[config.mk]
export PLATFORM = sky130hd
export DESIGN_NAME = ifid_fetch_flat
export DESIGN_NICKNAME = d
export VERILOG_FILES = /design/src/rtl/ifid_fetch_pkg.sv /design/src/rtl/ifid_fetch_if.sv /design/src/rtl/ifid_fetch_skid_buf.sv /design/src/rtl/ifid_fetch.sv /design/src/flat_wrapper.sv
export SDC_FILE = /design/constraint.sdc
export NUM_CORES = 1
export LEC_CHECK = 0
export BUFFER_PORTS_ARGS = -buffer_cell sky130_fd_sc_hd__buf_4
export CORE_MARGIN = 2
export CORE_UTILIZATION = 40
export CTS_CLUSTER_DIAMETER = 80
export DETAILED_ROUTE_END_ITERATION = 7
export PLACE_DENSITY = 0.72
export REMOVE_ABC_BUFFERS = 1
export SYNTH_ARGS = -nofsm -noshare
export SYNTH_HDL_FRONTEND = slang
export SYNTH_HIERARCHICAL = 1
export SYNTH_SLANG_ARGS = --single-unit
[constraint.sdc]
create_clock -name clk -period 8.8 [get_ports clk]
set_input_delay 0.88 -clock clk [delete_from_list [all_inputs] [get_ports clk]]
set_output_delay 0.88 -clock clk [all_outputs]
set_load 0.02 [all_outputs]
[src/rtl/ifid_fetch_pkg.sv]
// Shared definitions for the fetch stage and IF/ID register:
// opcodes, the canonical NOP, fetch FSM encodings and the IF/ID payload.
package ifid_fetch_pkg;

  // RV32I major opcodes. Decode slices these from instr_d.
  localparam logic [6:0] OP_LUI    = 7'b0110111;
  localparam logic [6:0] OP_AUIPC  = 7'b0010111;
  localparam logic [6:0] OP_JAL    = 7'b1101111;
  localparam logic [6:0] OP_JALR   = 7'b1100111;
  localparam logic [6:0] OP_BRANCH = 7'b1100011;
  localparam logic [6:0] OP_LOAD   = 7'b0000011;
  localparam logic [6:0] OP_STORE  = 7'b0100011;
  localparam logic [6:0] OP_ADDI   = 7'b0010011;
  localparam logic [6:0] OP_ADD    = 7'b0110011;

  // addi x0,x0,0: what decode sees when the IF/ID slot is empty.
  localparam logic [31:0] RV_NOP = 32'h0000_0013;

  // FETCH: nothing outstanding. WAIT: response wanted. KILL: response to drop.
  typedef enum logic [1:0] {
    FS_FETCH = 2'd0,
    FS_WAIT  = 2'd1,
    FS_KILL  = 2'd2
  } fstate_e;

  typedef struct packed {
    logic [31:0] instr;
    logic [31:0] pc;
    logic [31:0] pcplus4;
  } ifid_t;

  // Instruction fetch is word aligned; low address bits are dropped.
  function automatic logic [31:0] align4(input logic [31:0] a);
    return {a[31:2], 2'b00};
  endfunction

endpackage

[src/rtl/ifid_fetch_if.sv]
// Instruction-memory port plus the decode-side IF/ID signals.
// master: the fetch stage. slave: memory and decode/execute.
interface ifid_fetch_if;
  logic        imem_req;
  logic [31:0] imem_addr;
  logic        imem_rvalid;
  logic [31:0] imem_rdata;
  logic        stall_d;
  logic        redirect;
  logic [31:0] redirect_pc;
  logic [31:0] instr_d;
  logic [31:0] pc_d;
  logic [31:0] pcplus4_d;
  logic        valid_d;

  modport master (
    output imem_req, imem_addr, instr_d, pc_d, pcplus4_d, valid_d,
    input  imem_rvalid, imem_rdata, stall_d, redirect, redirect_pc
  );

  modport slave (
    input  imem_req, imem_addr, instr_d, pc_d, pcplus4_d, valid_d,
    output imem_rvalid, imem_rdata, stall_d, redirect, redirect_pc
  );
endinterface

[src/rtl/ifid_fetch_skid_buf.sv]
// One-entry skid buffer catching a fetch response that arrives while
// decode is stalled on a full IF/ID slot.
module fetch_skid_buf (
  input  logic        clk,
  input  logic        reset,
  input  logic        load_i,
  input  logic        drain_i,
  input  logic        clear_i,
  input  logic [31:0] instr_i,
  input  logic [31:0] pc_i,
  output logic        valid_o,
  output logic [31:0] instr_o,
  output logic [31:0] pc_o
);

  logic        valid_q;
  logic [31:0] instr_q;
  logic [31:0] pc_q;

  // Clear (redirect) wins over load; load and drain never coincide.
  always_ff @(posedge clk) begin
    if (reset || clear_i) begin
      valid_q <= 1'b0;
      instr_q <= '0;
      pc_q    <= '0;
    end else if (load_i) begin
      valid_q <= 1'b1;
      instr_q <= instr_i;
      pc_q    <= pc_i;
    end else if (drain_i) begin
      valid_q <= 1'b0;
    end
  end

  assign valid_o = valid_q;
  assign instr_o = instr_q;
  assign pc_o    = pc_q;

endmodule

[src/rtl/ifid_fetch.sv]
// Fetch stage and IF/ID register: fetch PC, one-outstanding imem requests,
// skid buffer for decode stalls, redirect flush with response kill.
module ifid_fetch
  import ifid_fetch_pkg::*;
#(
  parameter logic [31:0] RESET_PC  = 32'h0000_0000,
  parameter logic [31:0] NOP_INSTR = RV_NOP
) (
  input logic          clk,
  input logic          reset,
  ifid_fetch_if.master bus
);

  fstate_e     state_q, state_d;
  logic [31:0] pc_f_q, pc_f_d;
  logic [31:0] req_pc_q, req_pc_d;
  ifid_t       ifid_q, ifid_d;
  logic        valid_d_q, valid_d_d;

  logic        fb_valid;
  logic [31:0] fb_instr;
  logic [31:0] fb_pc;

  logic        accept;
  logic        rsp_wait;
  logic        req;
  logic        fb_load;
  logic        fb_drain;

  // IF/ID can take new data when empty or when decode is moving.
  assign accept   = !valid_d_q || !bus.stall_d;
  assign rsp_wait = (state_q == FS_WAIT) && bus.imem_rvalid;
  // Back-to-back issue in WAIT only when the arriving response has a home
  // in IF/ID; while the skid buffer is full nothing new is fetched.
  assign req      = !reset && !bus.redirect && !fb_valid &&
                    ((state_q == FS_FETCH) || (rsp_wait && accept));
  assign fb_load  = !bus.redirect && rsp_wait && !accept;
  assign fb_drain = !bus.redirect && fb_valid && !bus.stall_d;

  fetch_skid_buf u_skid (
    .clk     (clk),
    .reset   (reset),
    .load_i  (fb_load),
    .drain_i (fb_drain),
    .clear_i (bus.redirect),
    .instr_i (bus.imem_rdata),
    .pc_i    (req_pc_q),
    .valid_o (fb_valid),
    .instr_o (fb_instr),
    .pc_o    (fb_pc)
  );

  // Fetch FSM next state: redirect decides whether the in-flight
  // response must be killed; otherwise track request/response.
  always_comb begin
    state_d = state_q;
    case (state_q)
      FS_FETCH: begin
        if (req) state_d = FS_WAIT;
      end
      FS_WAIT: begin
        if (bus.redirect)         state_d = bus.imem_rvalid ? FS_FETCH : FS_KILL;
        else if (req)             state_d = FS_WAIT;
        else if (bus.imem_rvalid) state_d = FS_FETCH;
      end
      FS_KILL: begin
        if (bus.imem_rvalid) state_d = FS_FETCH;
      end
      default: state_d = FS_FETCH;
    endcase
  end

  // Fetch PC and the PC of the outstanding request.
  always_comb begin
    pc_f_d   = pc_f_q;
    req_pc_d = req_pc_q;
    if (bus.redirect) begin
      pc_f_d = align4(bus.redirect_pc);
    end else if (req) begin
      pc_f_d   = pc_f_q + 32'd4;
      req_pc_d = pc_f_q;
    end
  end

  // IF/ID next value: flush, drain skid, take response, hold, or empty.
  // pc_d/pcplus4_d keep their last value when the slot empties.
  always_comb begin
    ifid_d    = ifid_q;
    valid_d_d = valid_d_q;
    if (bus.redirect) begin
      ifid_d.instr = NOP_INSTR;
      valid_d_d    = 1'b0;
    end else if (fb_valid && !bus.stall_d) begin
      ifid_d    = '{instr: fb_instr, pc: fb_pc, pcplus4: fb_pc + 32'd4};
      valid_d_d = 1'b1;
    end else if (rsp_wait && accept) begin
      ifid_d    = '{instr: bus.imem_rdata, pc: req_pc_q, pcplus4: req_pc_q + 32'd4};
      valid_d_d = 1'b1;
    end else if (valid_d_q && bus.stall_d) begin
      valid_d_d = 1'b1;
    end else begin
      ifid_d.instr = NOP_INSTR;
      valid_d_d    = 1'b0;
    end
  end

  // State, PC and IF/ID registers.
  always_ff @(posedge clk) begin
    if (reset) begin
      state_q   <= FS_FETCH;
      pc_f_q    <= RESET_PC;
      req_pc_q  <= RESET_PC;
      ifid_q    <= '{instr: NOP_INSTR, pc: 32'h0, pcplus4: 32'h4};
      valid_d_q <= 1'b0;
    end else begin
      state_q   <= state_d;
      pc_f_q    <= pc_f_d;
      req_pc_q  <= req_pc_d;
      ifid_q    <= ifid_d;
      valid_d_q <= valid_d_d;
    end
  end

  assign bus.imem_req  = req;
  assign bus.imem_addr = pc_f_q;
  assign bus.instr_d   = ifid_q.instr;
  assign bus.pc_d      = ifid_q.pc;
  assign bus.pcplus4_d = ifid_q.pcplus4;
  assign bus.valid_d   = valid_d_q;

endmodule
[src/flat_wrapper.sv]
// flat-port wrapper written by rule: the top's interface ports become plain ports
module ifid_fetch_flat import ifid_fetch_pkg::*;
#(
  parameter logic [31:0] RESET_PC  = 32'h0000_0000,
  parameter logic [31:0] NOP_INSTR = RV_NOP
)
  (clk, reset, bus_imem_req, bus_imem_addr, bus_instr_d, bus_pc_d, bus_pcplus4_d, bus_valid_d, bus_imem_rvalid, bus_imem_rdata, bus_stall_d, bus_redirect, bus_redirect_pc);
  ifid_fetch_if bus_i ();
  input logic clk;
  input logic reset;
  output wire logic [$bits(bus_i.imem_req)-1:0] bus_imem_req;
  output wire logic [$bits(bus_i.imem_addr)-1:0] bus_imem_addr;
  output wire logic [$bits(bus_i.instr_d)-1:0] bus_instr_d;
  output wire logic [$bits(bus_i.pc_d)-1:0] bus_pc_d;
  output wire logic [$bits(bus_i.pcplus4_d)-1:0] bus_pcplus4_d;
  output wire logic [$bits(bus_i.valid_d)-1:0] bus_valid_d;
  input wire logic [$bits(bus_i.imem_rvalid)-1:0] bus_imem_rvalid;
  input wire logic [$bits(bus_i.imem_rdata)-1:0] bus_imem_rdata;
  input wire logic [$bits(bus_i.stall_d)-1:0] bus_stall_d;
  input wire logic [$bits(bus_i.redirect)-1:0] bus_redirect;
  input wire logic [$bits(bus_i.redirect_pc)-1:0] bus_redirect_pc;
  assign bus_imem_req = bus_i.imem_req;
  assign bus_imem_addr = bus_i.imem_addr;
  assign bus_instr_d = bus_i.instr_d;
  assign bus_pc_d = bus_i.pc_d;
  assign bus_pcplus4_d = bus_i.pcplus4_d;
  assign bus_valid_d = bus_i.valid_d;
  assign bus_i.imem_rvalid = bus_imem_rvalid;
  assign bus_i.imem_rdata = bus_imem_rdata;
  assign bus_i.stall_d = bus_stall_d;
  assign bus_i.redirect = bus_redirect;
  assign bus_i.redirect_pc = bus_redirect_pc;
  ifid_fetch #(.RESET_PC(RESET_PC), .NOP_INSTR(NOP_INSTR)) u_core (.clk(clk), .reset(reset), .bus(bus_i));
endmodule
==> impl_metrics.toml, run 1 <==
[outcome]
outcome = "complete, no violations"

[synthesis]
synthTopCellsByArea = "dfxtp_1 44%, mux2i_1 11%, nand2_1 6.0%, nor2_1 5.9%, a21oi_1 4.3%"
synthMuxAreaShare_pct = 11.4
syn_area_per_cell_um2 = 8.47
synth-simple-area-share_pct = 23.3
ys_warn_count = 6
synth_top_area_share_pct = 44.2
yosys.area_share.adder_pct = 0.249
synth_top_area_cell = "dfxtp_1"
post-synth-top-count-cell = "dfxtp_1"
synth.top_cells.by_count = "222 x dfxtp_1, 162 x nand2_1, 159 x nor2_1"
synthArstFlopShare_pct = 0
ys_seq_elements = 222
ys_seq_area_share_pct = 44.2
synth-compound-area-share_pct = 15.0
yosysUniqueCellTypes = 64
netlist_instances = 1187
synth_top_family_by_area = "simple AND/OR/NAND/NOR gates"
synth_edf_count = 0
syn_area_um2 = 10100
synthXorXnorAreaFrac_pct = 0.958
synth_ff_type = "dfxtp_1"

[die]
chipHeight_um = 163
initial_core_util_pct = 40.3
die_w_um = 163
io_pins = 199
core-area_um2 = 25000
die-area_um2 = 26400
rows = 58

[critical_path]
crit_arrival_ns = 3.81
cp_top_family = "simple AND/OR/NAND/NOR gates"
reg2reg_depth = 7
worst-path-buf-inv = 1
critPathMaxFanout = 65
critPathKind = "reg -> reg"
regToRegSetupSlack_ns = 5.35
r2r-start = "u_core/u_skid/valid_o"
crit_chain = "nor2b_4, buf_4, mux2i_1, nand3_1, nor3_2, a211o_1, a21oi_1"
worstPathRequired_ns = 9.16
crit_path_end_kind = "flop"
reg2reg_to = "u_core/bus.pcplus4_d[24]"
slowest_stage = "buf_4"
cpPeakStageDelay_ns = 0.73
crit_path_start_kind = "flop"
worstSetupStartpoint = "u_core/u_skid/valid_o"

[timing]
setup_viol = 0
worst_pin_slew_ns = 0.960
fin_ws_ns = 5.35
rsz0062_at_grt = "no"
fin_hold_ws_ns = 0.451
fin_crit_ns = 3.45
fin_skew_ns = 0.0137
tns_ns = 0
final-hold-violation-count = 0
slew_headroom_pct = 36.0
timing.final.crit_share_pct = 39.2
slew_viol_final = 0
max_freq_mhz = 290

[global_routing]
grt_overflow_total = 0
grt_pass1_wl_um = 43900
grt_max_degree = 93
grt.total_usage_pct = 20.2
grt_pass1_vias = 8560
antenna_found_initial = 0

[clocking]
cts_max_level = 1
path_clk_slew_ns = 0.06
cts_setup_buffers = 0
cts_root_buf = "clkbuf_16"
clock-sinks = 222
postCtsHoldBufs = 0
cts_buffers = 25
cts-resized-gates = 0
insertion_delay_ns = 0.53
cts_buffer_depth = 3
cts_tree = "yes"

[drt]
drt_wl_total_um = 27800
routed_via_density = 5.54
drtAntennaViolNets = 0
avgRoutedWirePerCell_um = 16.6
drc_errors = 0
dr.pass1.iters = 5
vias = 9295
drt_iter0_markers = 696

[finish]
multi_input_area_um2 = 5170
register_area_um2 = 4440
num-fill-cells = 2431
drive_above_1_share_pct = 20.0
area_growth_pct = 23.8
nets = 1403
diodes = 0

[min_path]
whs_endpoint = "u_core/bus.pcplus4_d[2]"
hold_class = "reg -> reg"
holdPathStages = 2
hold_start = "u_core/bus.pcplus4_d[2]"

[place]
port_buffers = 194
hpwl_um = 18200
post-place-ws_ns = 4.80
place.gp.congestion = 0.859

[power]
p_per_area_nw_per_um2 = 181
ir_drop_mv = 0.106
p_comb_share_pct = 7.1
power_leakage_nw = 4.57
clock_power_share_pct = 46.5
p_int_w = 0.00172
switching_power_w = 0.000538
seqPwrFrac_pct = 46.4
swShare_pct = 23.8

[run]
maxCapViolCount = 0
-- logic make-up after synthesis --
family,Yosys count
mux,114
fa+ha+maj,2
other cells,1
compound gates,228
buf+inv,103
flops,222
xor+xnor,11
simple gates,506
-- routing by layer --
metal  vias to the layer above  share of wire [%]  track usage (%)
met4                         0                2.8             7.16
met5                         -                  0                0
met1                      4402                 45             28.1
met3                        56                7.2             3.00
met2                       320                 45             32.0
li1                       4517                  -                -
-- worst max path at each step --
stage                                to  cells past startpoint
6_report       u_core/bus.pcplus4_d[24]                      7
5_1_grt        u_core/bus.pcplus4_d[30]                      7
4_1_cts        u_core/bus.pcplus4_d[24]                      7
3_5_place_dp   u_core/bus.pcplus4_d[24]                      8
3_3_place_gp   u_core/bus.pcplus4_d[30]                      8
2_1_floorplan  u_core/u_skid/instr_o[0]                      4
-- layout make-up --
type,count,area share (%)
clock buffer,30,5.42
clock inverter,13,1.23
inverter,10,0.301
multi-input combinational,865,41.5
sequential,222,35.7
tap,330,3.32
timing repair buffer,208,12.5
-- tightest hold or removal path: cells and delay by family, from the launching register on --
family / cells / cell delay [ns]
flip-flops: 1 / 0.31
AND/OR/NAND/NOR: 2 / 0.10
-- sequential cells by signal (all words and copies together) (netlist names) --
| name | flops |
|---|---|
| u_core/bus.pc_d | 32 |
| u_core/u_skid/valid_o | 1 |
| u_core/bus.imem_addr | 30 |
| u_core/u_skid/pc_o | 32 |
| u_core/state_q | 2 |
| u_core/req_pc_q | 30 |
| u_core/bus.valid_d | 1 |
| u_core/bus.pcplus4_d | 30 |
| u_core/bus.instr_d | 32 |
| u_core/u_skid/instr_o | 32 |
-- per-stage QoR --
stage          power [W]  area [um2]  std cells  utilization [%]
2_1_floorplan    0.00114        9620       1097                -
3_3_place_gp     0.00123       11600       1635             46.6
3_5_place_dp     0.00123       11600       1635             46.6
4_1_cts          0.00229       12500       1678             49.9
5_1_grt          0.00234       12500       1678             49.9
6_report         0.00226       12500       1678             49.9
-- cell usage in the layout (no fill, tap or decap), types with 5 or more instances in the layout --
master,netlist,layout
mux2_2,6,6
nand3b_1,19,19
clkbuf_16,0,25
xor2_1,9,9
a211oi_1,22,22
nand3_1,42,42
inv_1,9,9
or3_1,7,7
nor2b_1,6,5
dfxtp_1,222,222
a22oi_1,15,15
and3_1,16,16
nor2_1,159,157
o21ai_0,22,22
mux2i_1,106,106
nand4_1,12,12
buf_4,5,208
a221oi_1,25,25
a21oi_1,86,86
nand2_1,162,162
nor3b_1,7,7
nor3_1,43,42
a31oi_1,16,16
clkinv_2,0,6
-- power by group through the flow --
stage	clock [W]	combinational, W	sequential, W
2_1_floorplan	0	0.0000587	0.00108
3_3_place_gp	0	0.000159	0.00107
3_5_place_dp	0	0.000161	0.00107
4_1_cts	0.00108	0.000162	0.00105
5_1_grt	0.00112	0.000176	0.00105
6_report	0.00105	0.000161	0.00105
No activity file was read; power rests on OpenSTA's default activity.
==> run 2: changes to the inputs <==
==> constraint.sdc (replaced) <==
create_clock -name clk -period 3.3 [get_ports clk]
set_input_delay 0.33 -clock clk [delete_from_list [all_inputs] [get_ports clk]]
set_output_delay 0.33 -clock clk [all_outputs]
set_load 0.02 [all_outputs]
==> impl_metrics.toml, run 2 (synthesized netlist as in run 1, its figures left out) <==
[drt]
drt_iter0_markers = 828
routed_via_density = 5.51
avgRoutedWirePerCell_um = 16.5
met1Wirelength_um = 12400
dr.pass1.iters = 5
dr_wl_met3_um = 1920
vias = 9283
drtAntennaViolNets = 0
drc_errors = 0
drt_wl_total_um = 27800
top_layer = "met4"
met2_length_um = 12700

[critical_path]
worstPathRequired_ns = 2.97
slowest_stage = "a2111o_2"
crit_arrival_ns = 2.72
crit_chain = "dlygate4sd3_1, buf_4, a21bo_2, a2111o_2, inv_1, buf_12, buf_4"
crit_top_cell = "buf_4"
crit_path_start_kind = "input port"
crit_path_end_kind = "output pin"
critPathMaxFanout = 37
cpPeakStageDelay_ns = 0.67
critPathKind = "in -> out"

[finish]
num-fill-cells = 2399
final_cell_mix = "222 x dfxtp_1, 213 x buf_4, 162 x nand2_1"
register_area_um2 = 4440
diodes = 0
final_common_cell = "dfxtp_1"
nets = 1412
multi_input_area_um2 = 5170
drive_above_1_share_pct = 20.1
instances_no_fill = 1685
area_growth_pct = 24.1

[timing]
tns_ns = 0
final-hold-violation-count = 0
rsz0062_at_grt = "no"
fin_hold_ws_ns = 0.0518
fin_skew_ns = 0.00895
slew_headroom_pct = 41.2
timing.final.crit_share_pct = 92.6
fin_crit_ns = 3.05
max_freq_mhz = 327
worst_pin_slew_ns = 0.882
slew_viol_final = 0
setup_viol = 0

[clocking]
cts_setup_buffers = 0
path_clk_slew_ns = 0.06
cts_tree = "yes"
cts_max_level = 1
cts_buffers = 25
cts-resized-gates = 0
cts_buffer_depth = 3
clock-sinks = 222
insertion_delay_ns = 0.51
cts_root_buf = "clkbuf_16"
postCtsHoldBufs = 1

[place]
place.gp.congestion = 0.844
port_buffers = 194
numPlacedInstances = 1643
hpwl_um = 18900

[power]
ir_drop_mv = 0.272
power_leakage_nw = 4.59
p_per_area_nw_per_um2 = 465

[global_routing]
grt.total_usage_pct = 20.4
grt_overflow_total = 0
grt_pass1_vias = 8648
grt_max_degree = 85
antenna_found_initial = 0
grt_pass1_wl_um = 44500

[outcome]
outcome = "complete, no violations"

[min_path]
hold_class = "in -> reg"

[die]
rows = 58
chipHeight_um = 163
initial_core_util_pct = 40.3
die_w_um = 163
core-area_um2 = 25000
die-area_um2 = 26400
io_pins = 199

[run]
maxCapViolCount = 0
run 2: changes by cell type in the layout (fill, tap and decap cells not counted), sizes merged:
cell and delta:
buf +8, bufinv -2, clkbuf +3, clkinv -2
clkinvlp -1, dlygate4sd3 +1
run 2: cell type report:
class / instances / area share, %
Inverter: 10 / 0.301
Tap cell: 330 / 3.31
Sequential cell: 222 / 35.6
Clock buffer: 33 / 5.41
Multi-Input combinational cell: 865 / 41.4
Clock inverter: 8 / 0.572
Timing Repair Buffer: 217 / 13.4
run 2: path summary, 6_finish.rpt:
kind                                         startpoint                        to  slack [ns]  cells after the start
worst max-delay path                    bus_imem_rvalid              bus_imem_req        0.25                      7
worst max register to register    u_core/u_skid/valid_o  u_core/bus.pcplus4_d[30]        0.50                     10
worst min register to register  u_core/bus.pcplus4_d[2]   u_core/bus.pcplus4_d[2]        0.45                      2
worst min-delay path                 bus_redirect_pc[6]   u_core/bus.imem_addr[6]        0.05                      3
run 2: through the flow:
| step | power, W | utilization [%] | area, um2 | setup WS [ns] |
|---|---|---|---|---|
| floorplan | 0.00304 | - | 9620 | -4.89 |
| global placement | 0.00328 | 47.0 | 11700 | 0.468 |
| detailed placement | 0.00329 | 47.0 | 11700 | 0.391 |
| CTS | 0.00586 | 50.0 | 12500 | 0.248 |
| global route | 0.00602 | 50.0 | 12500 | 0.143 |
| finish | 0.00580 | 50.0 | 12500 | 0.245 |
run 2: layer usage:
layer / track usage [%] / vias up
met5: 0 / -
met4: 6.36 / 0
met3: 3.23 / 52
met2: 33.8 / 338
met1: 27.2 / 4346
li1: - / 4547
run 2: power breakdown:
group          switching [W]  internal, W  total, W
Sequential         0.0000615      0.00273   0.00279
Clock                0.00107      0.00151   0.00257
Combinational       0.000256     0.000181  0.000437
run 2: worst max-delay path, delay by kind of cell:
kind	cells	cell delay (ns)
compound gates	2	0.89
buf+inv	5	1.48
==> run 3: changes to the inputs <==
--- a/config.mk
+++ b/config.mk
@@ -12,6 +12,7 @@
 export DETAILED_ROUTE_END_ITERATION = 7
 export PLACE_DENSITY = 0.72
 export REMOVE_ABC_BUFFERS = 1
+export SETUP_SLACK_MARGIN = 0.3
 export SYNTH_ARGS = -nofsm -noshare
 export SYNTH_HDL_FRONTEND = slang
 export SYNTH_HIERARCHICAL = 1
==> impl_metrics.toml, run 3 (synthesized netlist as in run 1, its figures left out) <==
[outcome]
outcome = "complete, no violations"

[global_routing]
grt.total_usage_pct = 20.3
grt_pass1_wl_um = 44400
grt_max_degree = 85
grt_overflow_total = 0
antenna_found_initial = 0
grt_pass1_vias = 8635

[clocking]
cts_buffer_depth = 3
clock-sinks = 222
cts_root_buf = "clkbuf_16"
cts_setup_buffers = 0
path_clk_slew_ns = 0.06
cts_buffers = 25
cts_max_level = 1
insertion_delay_ns = 0.51
cts_tree = "yes"

[timing]
slew_headroom_pct = 41.7
fin_skew_ns = 0.00856
slew_viol_final = 0
max_freq_mhz = 347
worst_pin_slew_ns = 0.875
final-hold-violation-count = 0
setup_viol = 0
timing.final.crit_share_pct = 87.3
rsz0062_at_grt = "no"
tns_ns = 0
fin_crit_ns = 2.88
fin_ws_ns = 0.421

[power]
power_leakage_nw = 4.59
p_per_area_nw_per_um2 = 464
ir_drop_mv = 0.272

[run]
maxCapViolCount = 0

[drt]
avgRoutedWirePerCell_um = 16.5
drt_wl_total_um = 27800
drc_errors = 0
drt_iter0_markers = 895
drtAntennaViolNets = 0
dr.pass1.iters = 5
routed_via_density = 5.53
vias = 9311

[min_path]
holdPathStages = 3
hold_class = "in -> reg"

[finish]
final_common_cell = "dfxtp_1"
multi_input_area_um2 = 5170
nets = 1412
diodes = 0
drive_above_1_share_pct = 20.1
instances_no_fill = 1685
design_area_um2 = 12500
area_growth_pct = 24.2
num-fill-cells = 2398
final_cell_mix = "222 x dfxtp_1, 213 x buf_4, 162 x nand2_1"
final_util_pct = 50.0
register_area_um2 = 4440

[place]
port_buffers = 194
numPlacedInstances = 1643
place.gp.congestion = 0.844
placed_area_um2 = 11700
hpwl_um = 18900
post-place-ws_ns = 0.391

[die]
die-area_um2 = 26400
initial_core_util_pct = 40.3
core-area_um2 = 25000
io_pins = 199
rows = 58
chipHeight_um = 163
die_w_um = 163

[critical_path]
worstPathRequired_ns = 2.97
reg2reg_depth = 11
crit_path_end_kind = "output pin"
critPathMaxFanout = 37
crit_path_start_kind = "flop"
critPathKind = "reg -> out"
crit_arrival_ns = 2.55
-- run 3: changes by cell type in the layout (fill, tap and decap cells not counted) --
cell / change
nor4_1: -1
nor4_2: +1
-- run 3: critical path, stage by stage, from the launching register on --
cell and delay [ns]:
dfxtp_1 0.34, a21bo_2 0.21, a2111o_2 0.68, inv_1 0.38, buf_12 0.25, buf_4 0.17
-- run 3: where the power goes --
group | total [W] | internal, W | switching (W)
Combinational | 0.000436 | 0.000181 | 0.000256
Sequential | 0.00279 | 0.00273 | 0.0000618
Clock | 0.00257 | 0.00151 | 0.00106
Total | 0.00580 | 0.00442 | 0.00138
-- run 3: timing repair --
item | 4_1_cts | 5_1_grt
resized for setup | 0 | 1
hold buffers | 1 | 0
endpoints found under the setup margin | 0 | 1
hold endpoints to repair | 1 | 0
-- run 3: worst paths after layout --
| check | startpoint | end | slack [ns] |
|---|---|---|---|
| max | u_core/bus.valid_d | bus_imem_req | 0.42 |
| min | bus_redirect_pc[5] | u_core/bus.imem_addr[5] | 0.05 |
| max reg2reg | u_core/u_skid/valid_o | u_core/bus.pcplus4_d[20] | 0.59 |
| min reg2reg | u_core/bus.pcplus4_d[2] | u_core/bus.pcplus4_d[2] | 0.45 |
-- run 3: layer usage --
layer  part of all wire (%)  up-vias  global-route usage, %  wire length [um]
met5                      0        -                      0                 0
met4                    2.8        0                   6.19               766
met3                    7.0       54                   3.18              1930
met2                     46      353                   33.8             12700
met1                     44     4362                   27.3             12300
li1                       -     4542                      -                 -
-- run 3: cell type report --
| cell class | instances | share of cell area [%] |
|---|---|---|
| timing repair buffer | 217 | 13.4 |
| inverter | 10 | 0.301 |
| tap | 330 | 3.31 |
| multi-input combinational | 865 | 41.4 |
| clock inverter | 8 | 0.571 |
| sequential | 222 | 35.6 |
| clock buffer | 33 | 5.41 |
-- run 3: through the flow --
stage	hold WS (ns)	total power, W
global placement	0.439	0.00328
CTS	0.0323	0.00586
floorplan	0.399	0.00304
finish	0.0539	0.00580
detailed placement	0.443	0.00329
global route	0.0475	0.00602
